<file path="src/rtl/stage3_prefetch_queue_pkg.sv">
// stage3_prefetch_queue_pkg: fetched-instruction entry type shared by the prefetch queue and its FIFO
package stage3_prefetch_queue_pkg;
  typedef struct packed {
    logic [31:0] instr;
    logic [31:0] pc;
    logic [31:0] pc4;
    logic        pred;
    logic        mal;
    logic        fault;
    logic [31:0] badaddr;
  } fetch_entry_t;
  function automatic fetch_entry_t mk_entry(input logic [31:0] pc, input logic [31:0] instr,
                                            input logic pred, input logic mal, input logic fault);
    return '{instr: instr, pc: pc, pc4: pc + 32'd4, pred: pred, mal: mal, fault: fault, badaddr: pc};
  endfunction
endpackage

</file>
<file path="src/rtl/stage3_prefetch_queue_if.sv">
// stage3_prefetch_queue_if: redirect, instruction bus, predictor and execute-side signals of the fetch unit
interface stage3_prefetch_queue_if #(parameter int DEPTH = 4);
  localparam int PTR_W = $clog2(DEPTH);
  logic             redirect;
  logic [31:0]      redirect_pc;
  logic [31:0]      bus_addr;
  logic             bus_ren;
  logic [31:0]      bus_rdata;
  logic             bus_busy;
  logic             bus_error;
  logic [31:0]      pred_pc;
  logic             pred_taken;
  logic [31:0]      pred_target;
  logic             out_valid;
  logic             out_ready;
  logic [31:0]      out_instr;
  logic [31:0]      out_pc;
  logic [31:0]      out_pc4;
  logic             out_pred;
  logic             out_mal;
  logic             out_fault;
  logic [31:0]      out_badaddr;
  logic [PTR_W:0]   occupancy;
  modport master (
    input  redirect, redirect_pc, bus_rdata, bus_busy, bus_error, pred_taken, pred_target, out_ready,
    output bus_addr, bus_ren, pred_pc, out_valid, out_instr, out_pc, out_pc4, out_pred, out_mal,
           out_fault, out_badaddr, occupancy
  );
  modport slave (
    output redirect, redirect_pc, bus_rdata, bus_busy, bus_error, pred_taken, pred_target, out_ready,
    input  bus_addr, bus_ren, pred_pc, out_valid, out_instr, out_pc, out_pc4, out_pred, out_mal,
           out_fault, out_badaddr, occupancy
  );
endinterface

</file>
<file path="src/rtl/stage3_fetch_fifo.sv">
// stage3_fetch_fifo: DEPTH-entry fetch_entry_t FIFO with push/pop, flush and occupancy count
module stage3_fetch_fifo
  import stage3_prefetch_queue_pkg::*;
#(
  parameter int DEPTH = 4,
  localparam int PTR_W = $clog2(DEPTH)
) (
  input  logic           clk,
  input  logic           rst,
  input  logic           flush_i,
  input  logic           push_i,
  input  logic           pop_i,
  input  fetch_entry_t   din_i,
  output fetch_entry_t   dout_o,
  output logic [PTR_W:0] count_o,
  output logic           full_o,
  output logic           empty_o
);
  fetch_entry_t     mem_q [DEPTH];
  logic [PTR_W-1:0] rd_q, wr_q;
  logic [PTR_W:0]   cnt_q;
  always_ff @(posedge clk) begin
    if (rst || flush_i) begin
      rd_q  <= '0;
      wr_q  <= '0;
      cnt_q <= '0;
      if (rst) for (int i = 0; i < DEPTH; i++) mem_q[i] <= '0;
    end else begin
      if (push_i) begin
        mem_q[wr_q] <= din_i;
        wr_q        <= wr_q + 1;
      end
      if (pop_i) rd_q <= rd_q + 1;
      cnt_q <= (push_i && !pop_i) ? cnt_q + 1 : (!push_i && pop_i) ? cnt_q - 1 : cnt_q;
    end
  end
  assign dout_o  = mem_q[rd_q];
  assign count_o = cnt_q;
  assign full_o  = cnt_q == (PTR_W+1)'(DEPTH);
  assign empty_o = cnt_q == '0;
endmodule

</file>
<file path="src/rtl/stage3_prefetch_queue.sv">
// stage3_prefetch_queue: decoupled fetch unit filling a DEPTH-entry queue ahead of execute, with redirect discard.
// Define STAGE3_PREFETCH_BYPASS_EN to forward a completion straight to out_* when the queue is empty.
module stage3_prefetch_queue
  import stage3_prefetch_queue_pkg::*;
#(
  parameter logic [31:0] RESET_PC = 32'h80000000,
  parameter int          DEPTH    = 4
) (
  input logic                     CLK,
  input logic                     RST,
  stage3_prefetch_queue_if.master io
);
  logic [31:0]          fetch_pc_q, fetch_pc_d, old_addr_q;
  logic                 pending_q, pending_d, discard_q, discard_d, halted_q, halted_d;
  logic                 issue_ok, ren, done, push_fetch, mis, push, pop, byp, valid, full, empty;
  fetch_entry_t         push_entry, head, out_e;
  logic [$clog2(DEPTH):0] cnt;
  always_comb begin
    issue_ok   = !halted_q && fetch_pc_q[1:0] == 2'b00 && (pending_q || !full);
    ren        = !RST && (discard_q || issue_ok);
    done       = ren && !io.bus_busy;
    push_fetch = done && !discard_q;
    mis        = !RST && !discard_q && !halted_q && fetch_pc_q[1:0] != 2'b00 && !full;
    push_entry = mis ? mk_entry(fetch_pc_q, 32'd0, 1'b0, 1'b1, 1'b0)
                     : mk_entry(fetch_pc_q, io.bus_error ? 32'd0 : io.bus_rdata, io.pred_taken, 1'b0, io.bus_error);
`ifdef STAGE3_PREFETCH_BYPASS_EN
    byp        = empty && push_fetch && !io.redirect;
`else
    byp        = 1'b0;
`endif
    valid      = !RST && (!empty || byp);
    pop        = valid && !empty && io.out_ready && !io.redirect;
    push       = (push_fetch || mis) && !io.redirect && !(byp && io.out_ready);
    out_e      = byp ? push_entry : head;
    fetch_pc_d = io.redirect ? io.redirect_pc
               : push_fetch ? (io.pred_taken ? io.pred_target : fetch_pc_q + 32'd4) : fetch_pc_q;
    halted_d   = !io.redirect && (halted_q || mis || (push_fetch && io.bus_error));
    // an in-flight access hit by a redirect keeps running on its old address until it completes
    discard_d  = (discard_q || io.redirect) && ren && io.bus_busy;
    pending_d  = ren && io.bus_busy;
  end
  always_ff @(posedge CLK) begin
    if (RST) begin
      fetch_pc_q <= RESET_PC;
      old_addr_q <= '0;
      pending_q  <= 1'b0;
      discard_q  <= 1'b0;
      halted_q   <= 1'b0;
    end else begin
      fetch_pc_q <= fetch_pc_d;
      old_addr_q <= io.bus_addr;
      pending_q  <= pending_d;
      discard_q  <= discard_d;
      halted_q   <= halted_d;
    end
  end
  stage3_fetch_fifo #(.DEPTH(DEPTH)) u_fifo (
    .clk(CLK), .rst(RST), .flush_i(io.redirect), .push_i(push), .pop_i(pop), .din_i(push_entry),
    .dout_o(head), .count_o(cnt), .full_o(full), .empty_o(empty)
  );
  assign io.bus_ren     = ren;
  assign io.bus_addr    = discard_q ? old_addr_q : fetch_pc_q;
  assign io.pred_pc     = fetch_pc_q;
  assign io.out_valid   = valid;
  assign io.out_instr   = out_e.instr;
  assign io.out_pc      = out_e.pc;
  assign io.out_pc4     = out_e.pc4;
  assign io.out_pred    = out_e.pred;
  assign io.out_mal     = out_e.mal;
  assign io.out_fault   = out_e.fault;
  assign io.out_badaddr = out_e.badaddr;
  assign io.occupancy   = cnt;
endmodule

</file>
<file path="src/flat_wrapper.sv">
// flat-port wrapper written by rule: the top's interface ports become plain ports
module stage3_prefetch_queue_flat import stage3_prefetch_queue_pkg::*;
#(
  parameter logic [31:0] RESET_PC = 32'h80000000,
  parameter int          DEPTH    = 4
)
  (CLK, RST, io_redirect, io_redirect_pc, io_bus_rdata, io_bus_busy, io_bus_error, io_pred_taken, io_pred_target, io_out_ready, io_bus_addr, io_bus_ren, io_pred_pc, io_out_valid, io_out_instr, io_out_pc, io_out_pc4, io_out_pred, io_out_mal, io_out_fault, io_out_badaddr, io_occupancy);
  stage3_prefetch_queue_if #(.DEPTH(DEPTH)) io_i ();
  input logic CLK;
  input logic RST;
  input wire logic [$bits(io_i.redirect)-1:0] io_redirect;
  input wire logic [$bits(io_i.redirect_pc)-1:0] io_redirect_pc;
  input wire logic [$bits(io_i.bus_rdata)-1:0] io_bus_rdata;
  input wire logic [$bits(io_i.bus_busy)-1:0] io_bus_busy;
  input wire logic [$bits(io_i.bus_error)-1:0] io_bus_error;
  input wire logic [$bits(io_i.pred_taken)-1:0] io_pred_taken;
  input wire logic [$bits(io_i.pred_target)-1:0] io_pred_target;
  input wire logic [$bits(io_i.out_ready)-1:0] io_out_ready;
  output wire logic [$bits(io_i.bus_addr)-1:0] io_bus_addr;
  output wire logic [$bits(io_i.bus_ren)-1:0] io_bus_ren;
  output wire logic [$bits(io_i.pred_pc)-1:0] io_pred_pc;
  output wire logic [$bits(io_i.out_valid)-1:0] io_out_valid;
  output wire logic [$bits(io_i.out_instr)-1:0] io_out_instr;
  output wire logic [$bits(io_i.out_pc)-1:0] io_out_pc;
  output wire logic [$bits(io_i.out_pc4)-1:0] io_out_pc4;
  output wire logic [$bits(io_i.out_pred)-1:0] io_out_pred;
  output wire logic [$bits(io_i.out_mal)-1:0] io_out_mal;
  output wire logic [$bits(io_i.out_fault)-1:0] io_out_fault;
  output wire logic [$bits(io_i.out_badaddr)-1:0] io_out_badaddr;
  output wire logic [$bits(io_i.occupancy)-1:0] io_occupancy;
  assign io_i.redirect = io_redirect;
  assign io_i.redirect_pc = io_redirect_pc;
  assign io_i.bus_rdata = io_bus_rdata;
  assign io_i.bus_busy = io_bus_busy;
  assign io_i.bus_error = io_bus_error;
  assign io_i.pred_taken = io_pred_taken;
  assign io_i.pred_target = io_pred_target;
  assign io_i.out_ready = io_out_ready;
  assign io_bus_addr = io_i.bus_addr;
  assign io_bus_ren = io_i.bus_ren;
  assign io_pred_pc = io_i.pred_pc;
  assign io_out_valid = io_i.out_valid;
  assign io_out_instr = io_i.out_instr;
  assign io_out_pc = io_i.out_pc;
  assign io_out_pc4 = io_i.out_pc4;
  assign io_out_pred = io_i.out_pred;
  assign io_out_mal = io_i.out_mal;
  assign io_out_fault = io_i.out_fault;
  assign io_out_badaddr = io_i.out_badaddr;
  assign io_occupancy = io_i.occupancy;
  stage3_prefetch_queue #(.RESET_PC(RESET_PC), .DEPTH(DEPTH)) u_core (.CLK(CLK), .RST(RST), .io(io_i));
endmodule
</file>
<file path="config.mk">
export PLATFORM = sky130hd
export DESIGN_NAME = stage3_prefetch_queue_flat
export DESIGN_NICKNAME = d
export VERILOG_FILES = /design/src/rtl/stage3_prefetch_queue_pkg.sv /design/src/rtl/stage3_prefetch_queue_if.sv /design/src/rtl/stage3_fetch_fifo.sv /design/src/rtl/stage3_prefetch_queue.sv /design/src/flat_wrapper.sv
export SDC_FILE = /design/constraint.sdc
export NUM_CORES = 1
export LEC_CHECK = 0
export BUFFER_PORTS_ARGS = -buffer_cell sky130_fd_sc_hd__buf_2
export CAP_MARGIN = 20
export CORE_ASPECT_RATIO = 0.5
export CORE_MARGIN = 3
export CORE_UTILIZATION = 50
export DETAILED_ROUTE_END_ITERATION = 10
export GPL_TIMING_DRIVEN = 0
export HOLD_SLACK_MARGIN = 0.03
export PLACE_DENSITY = 0.7
export SLEW_MARGIN = 20
export SYNTH_ARGS = -nofsm -noshare
export SYNTH_HDL_FRONTEND = slang
export SYNTH_SLANG_ARGS = --single-unit
</file>
<file path="constraint.sdc">
create_clock -name CLK -period 6.6 [get_ports CLK]
set_input_delay 1.98 -clock CLK [delete_from_list [all_inputs] [get_ports CLK]]
set_output_delay 1.98 -clock CLK [all_outputs]
set_load 0.005 [all_outputs]
</file>
# Word-level counts from Yosys, hierarchy flattened
# Memories as Yosys holds them, arrays and structs flattened. A register that Yosys moved wholly into a read port is not among the register bits.
# Index checks and enable logic that the tools add are counted.
# totals
regBits	74
mem_bits_rw	524
input_bits	103
output_inout_bits	200
elab_cells	77
n_memories	1
# mem_list
memory	depth	width	rd	rd_ports_with_merged_regs	write_ports	line_no	rtl
u_core.u_fifo.mem_q	4	131	1	1	4	stage3_fetch_fifo.sv:19	fetch_entry_t mem_q [DEPTH];
# op_classes
add_sub_neg	5
n_eq_ne	1
n_mux	19
reduce_logical	43
# op_table
operator	count
131-bit two-way mux	2
32-bit two-way mux	5
131-bit OR reduction	1
32-bit by 3-bit adder with 32-bit output, second input constant	1
1-bit logical AND	21
1-bit zero test	9
1-bit logical OR	7
1-bit two-way mux	7
2-bit two-way mux	3
3-bit two-way mux	2
2-bit nonzero test	3
2-bit by 1-bit adder with 2-bit output, second input constant	2
3-bit by 1-bit adder with 3-bit output, second input constant	1
3-bit == test, second input constant	1
3-bit zero test	1
3-bit by 1-bit subtractor with 3-bit output, second input constant	1
2-bit zero test	1

# Depth between registers and ports, before layout
# logic_depth
word_depth	15
depth_mapped	12
mapped_depth_nobuf	10

# Modules after synthesis
# Synthesis repeated with hierarchy kept, for this count alone.
# unflattened
hier_cells	1999
area_unflattened_um2	26988.4
# modules_own_cells
mod	instances	cells_per_inst	area_each_um2	seq_area_each_um2
stage3_fetch_fifo	1	1459	22475.3	15915.3
stage3_prefetch_queue	1	540	4513.1	1341.3

# Least setup slack after synthesis
# Ideal clock, no wire load.
# synth_timing
path_type	input-to-reg
start	input RST
end	memory u_core.u_fifo.mem_q[1][100] (netlist bit), enable pin
setup_time_ns	0.472
arrival_time_ns	5.462
t_required_ns	6.128
slack_ns	0.665
path_stages	6
n_path_buf	2
cell_sequence	or3_1 > a211o_1 > buf_6 > or3_1 > buf_6 > nand2b_1
# synth_lines
item	line_no	rtl
start, declared	flat_wrapper.sv:10	input logic RST;
end, declared	stage3_fetch_fifo.sv:19	

# Worst setup path after layout
# layout_timing
start	input RST
end	output io_bus_ren
# layout_via
elab_chain_len	2
# layout_lines
item	line_no	rtl
1-bit zero test	stage3_prefetch_queue.sv:20	ren = !RST && (discard_q || issue_ok);
1-bit logical AND	stage3_prefetch_queue.sv:20	
end, declared	flat_wrapper.sv:20	output wire logic [$bits(io_i.bus_ren)-1:0] io_bus_ren;
# Every way passes these cells.

==> results.txt <==
Data required time of the worst path: 4.62 ns
Most frequent cells after synthesis: edfxtp_1, nor2_1, and3_1, and2_1, mux4_2
VDD IR max: 168 uV
Detailed Place HPWL: 40100 um
Post-Syn Instances: 1498
Antenna diodes: 0
Finished Cell Area: 0.0247 mm^2
Die area: 0.0445 mm^2
Top post-synthesis cells by area: edfxtp_1, mux4_2, dfxtp_1
Worst Hold Class: flip-flop to flip-flop
Dominant synthesized flop cell: edfxtp_1
Root Driver: clkbuf_16
Initial antenna violation count: 2
Vias: 13900
Fraction of layout instances using a drive strength above 1: 0.312
Measured slew at the worst slew-check pin: 0.937 ns
Filler cell count in the final layout: 3236
Die H: 151 um
IO buf count: 302
Post-synthesis cell type count: 62
Post-Syn Nets: 1604
Placer Congestion: 0.869
CP most frequent cell: buf_2
Vias in the first global route: 14000
Number of synthesized flops with an enable pin: 388
Max-cap viol count: 0
I/O pin total: 303
RSZ-0062 raised after global routing: false
Cells along the critical path: buf_2 -> clkbuf_1 -> nor2_1 -> buf_2
Placed instance area: 0.0233 mm^2
Status: complete, no violations
Mean Syn Cell Area: 14.0 um^2
DRT antenna net count: 0
Row count: 52
Async set-reset flop share out of synthesis: 0
Total Nets Final: 1958
Crit-path max cell delay: 0.65 ns
Placeable Area: 0.0409 mm^2
GRT Util Overall: 0.263
Post-route DRC: 0
TritonCTS Buffers: 42
Total power: 6.49 mW
Largest net degree at the start of global routing: 44
Most frequent cell after synthesis: edfxtp_1
Cts hold-fix bufs: 0
Buffers & Inverters on Critical Path: 3
Setup bufs post-CTS: 0
Max frequency: 194 MHz
CP max-delay cell: clkbuf_1
Gates resized, CTS repair: 0
Final Critical Period: 5.15 ns
Worst slew margin: 0.375
WP data arrival: 3.18 ns
Tcrit/Tclk final: 0.781
Clock transition at path regs: 0.06 ns
H-tree levels: 2
Die X: 295 um
Routed wire per std cell: 24.2 um
P&R area growth vs syn: 18.2%
Post-synth top area cell: edfxtp_1
Synth warn: 0
Vias per cell: 5.74
First-pass iteration count of the detailed router: 5
Clk buf depth: 3
Initial Util: 0.512
Largest delay share family, worst path: buffers and inverters
Leak: 10.0 nW
Synthesized area: 0.0209 mm^2
Final setup fails: 0
Clk sinks: 464
Synth Register Bits: 464
Grt ovf: 0
Startpoint Class: input port
Top-area cell type share of the netlist area: 0.557
Critical path class: input port to output pin
Routed wire length: 58700 um
CP max FO: 10
Final Hold Violating Endpoints: 0
Worst Setup End Kind: output pin
Max Slew Vio Count: 0
Post-Route Skew: 0.0298 ns
Clock latency at the later pin of the worst-skew pair: 0.56 ns
Layout Utilization: 0.605
Initial DRC count: 1452
TritonCTS clock tree: built
Power density over the cells: 262 mW/mm^2
Part of the Yosys area used for sequential elements: 0.630
First-pass GRT wire length: 86300 um
[sequential cells by signal, summed over array words and instances (netlist names), named ones only]
| signal | flops |
|---|---|
| u_core.old_addr_q | 32 |
| u_core.discard_q | 1 |
| u_core.io.pred_pc | 32 |
| u_core.u_fifo.mem_q | 388 |
| u_core.pending_q | 1 |
| u_core.halted_q | 1 |
| u_core.u_fifo.wr_q | 2 |
| u_core.u_fifo.count_o | 3 |
| u_core.u_fifo.rd_q | 2 |
[worst paths after layout]
path                             start                           to  slack (ns)  cells past startpoint
setup / recovery                   RST                   io_bus_ren        1.45                      4
hold / removal         u_core.halted_q              u_core.halted_q        0.52                      2
setup reg to reg  u_core.io.pred_pc[1]  u_core.u_fifo.mem_q[2][107]        3.28                      9
hold reg to reg        u_core.halted_q              u_core.halted_q        0.52                      2
[cells in the final DEF (no fill, tap or decap), types with 11 or more instances in the layout]
cell,n
nand2_1,36
nor3_1,12
nor2_1,163
clkbuf_16,46
mux2_2,30
inv_1,15
dfxtp_1,76
xor2_1,24
clkbuf_1,97
edfxtp_1,388
mux4_2,97
buf_6,16
o211ai_1,11
nand3_1,18
o21ai_0,16
buf_2,328
a22oi_1,15
nor2b_1,39
or3_1,15
and2_1,127
a21oi_1,22
buf_4,34
and3_1,133
[kinds of logic (layout without fill, tap and decap cells)]
logic type                 after synthesis  after routing  synth area share
AOI/OAI and AO/OA                      105            105            0.0349
xor gates and xnor gates                33             33            0.0138
adders and majority gates                3              3           0.00215
buffers and inverters                  182            570            0.0460
DFF                                    464            464             0.630
muxes                                  129            129             0.122
and+or+nand+nor                        582            582             0.152
[routing by layer]
| metal | part of all wire | GRT usage | wire, um |
|---|---|---|---|
| met1 | 0.39 | 0.345 | 23200 |
| met2 | 0.50 | 0.443 | 29300 |
| met3 | 0.072 | 0.0526 | 4260 |
| met4 | 0.033 | 0.0932 | 1930 |
| met5 | 0 | 0 | 0 |
[cell type report]
type | count | area (um^2) | area share
Buffer | 166 | 903 | 0.0365
Sequential cell | 464 | 13200 | 0.533
Clock inverter | 17 | 149 | 0.00602
Multi-Input combinational cell | 852 | 6820 | 0.276
Tap cell | 540 | 676 | 0.0273
Timing Repair Buffer | 310 | 1710 | 0.0691
Clock buffer | 61 | 1250 | 0.0504
Inverter | 16 | 60.1 | 0.00243
[where the power goes]
part	total [mW]	internal [mW]	switching, mW
clock network	2.50	1.43	1.07
registers	3.36	3.31	0.0505
logic	0.630	0.248	0.382
total	6.49	4.99	1.50
[tightest hold or removal path, cell delays in order, from the launching register on]
cell and delay [ns]:
dfxtp_1 0.36, a211oi_1 0.06, nor2_1 0.07
[metrics by stage]
step	std cells	setup WS (ns)	hold slack [ns]	setup TNS, ns
6_report	2426	1.45	0.519	0
5_1_grt	2426	1.38	0.566	0
4_1_cts	2426	1.46	0.514	0
3_5_place_dp	2348	1.49	0.495	0
3_3_place_gp	2340	-1.56	0.496	-441.72
2_1_floorplan	1498	0.665	0.456	0
Note: power is estimated with default switching activity, not from simulation.
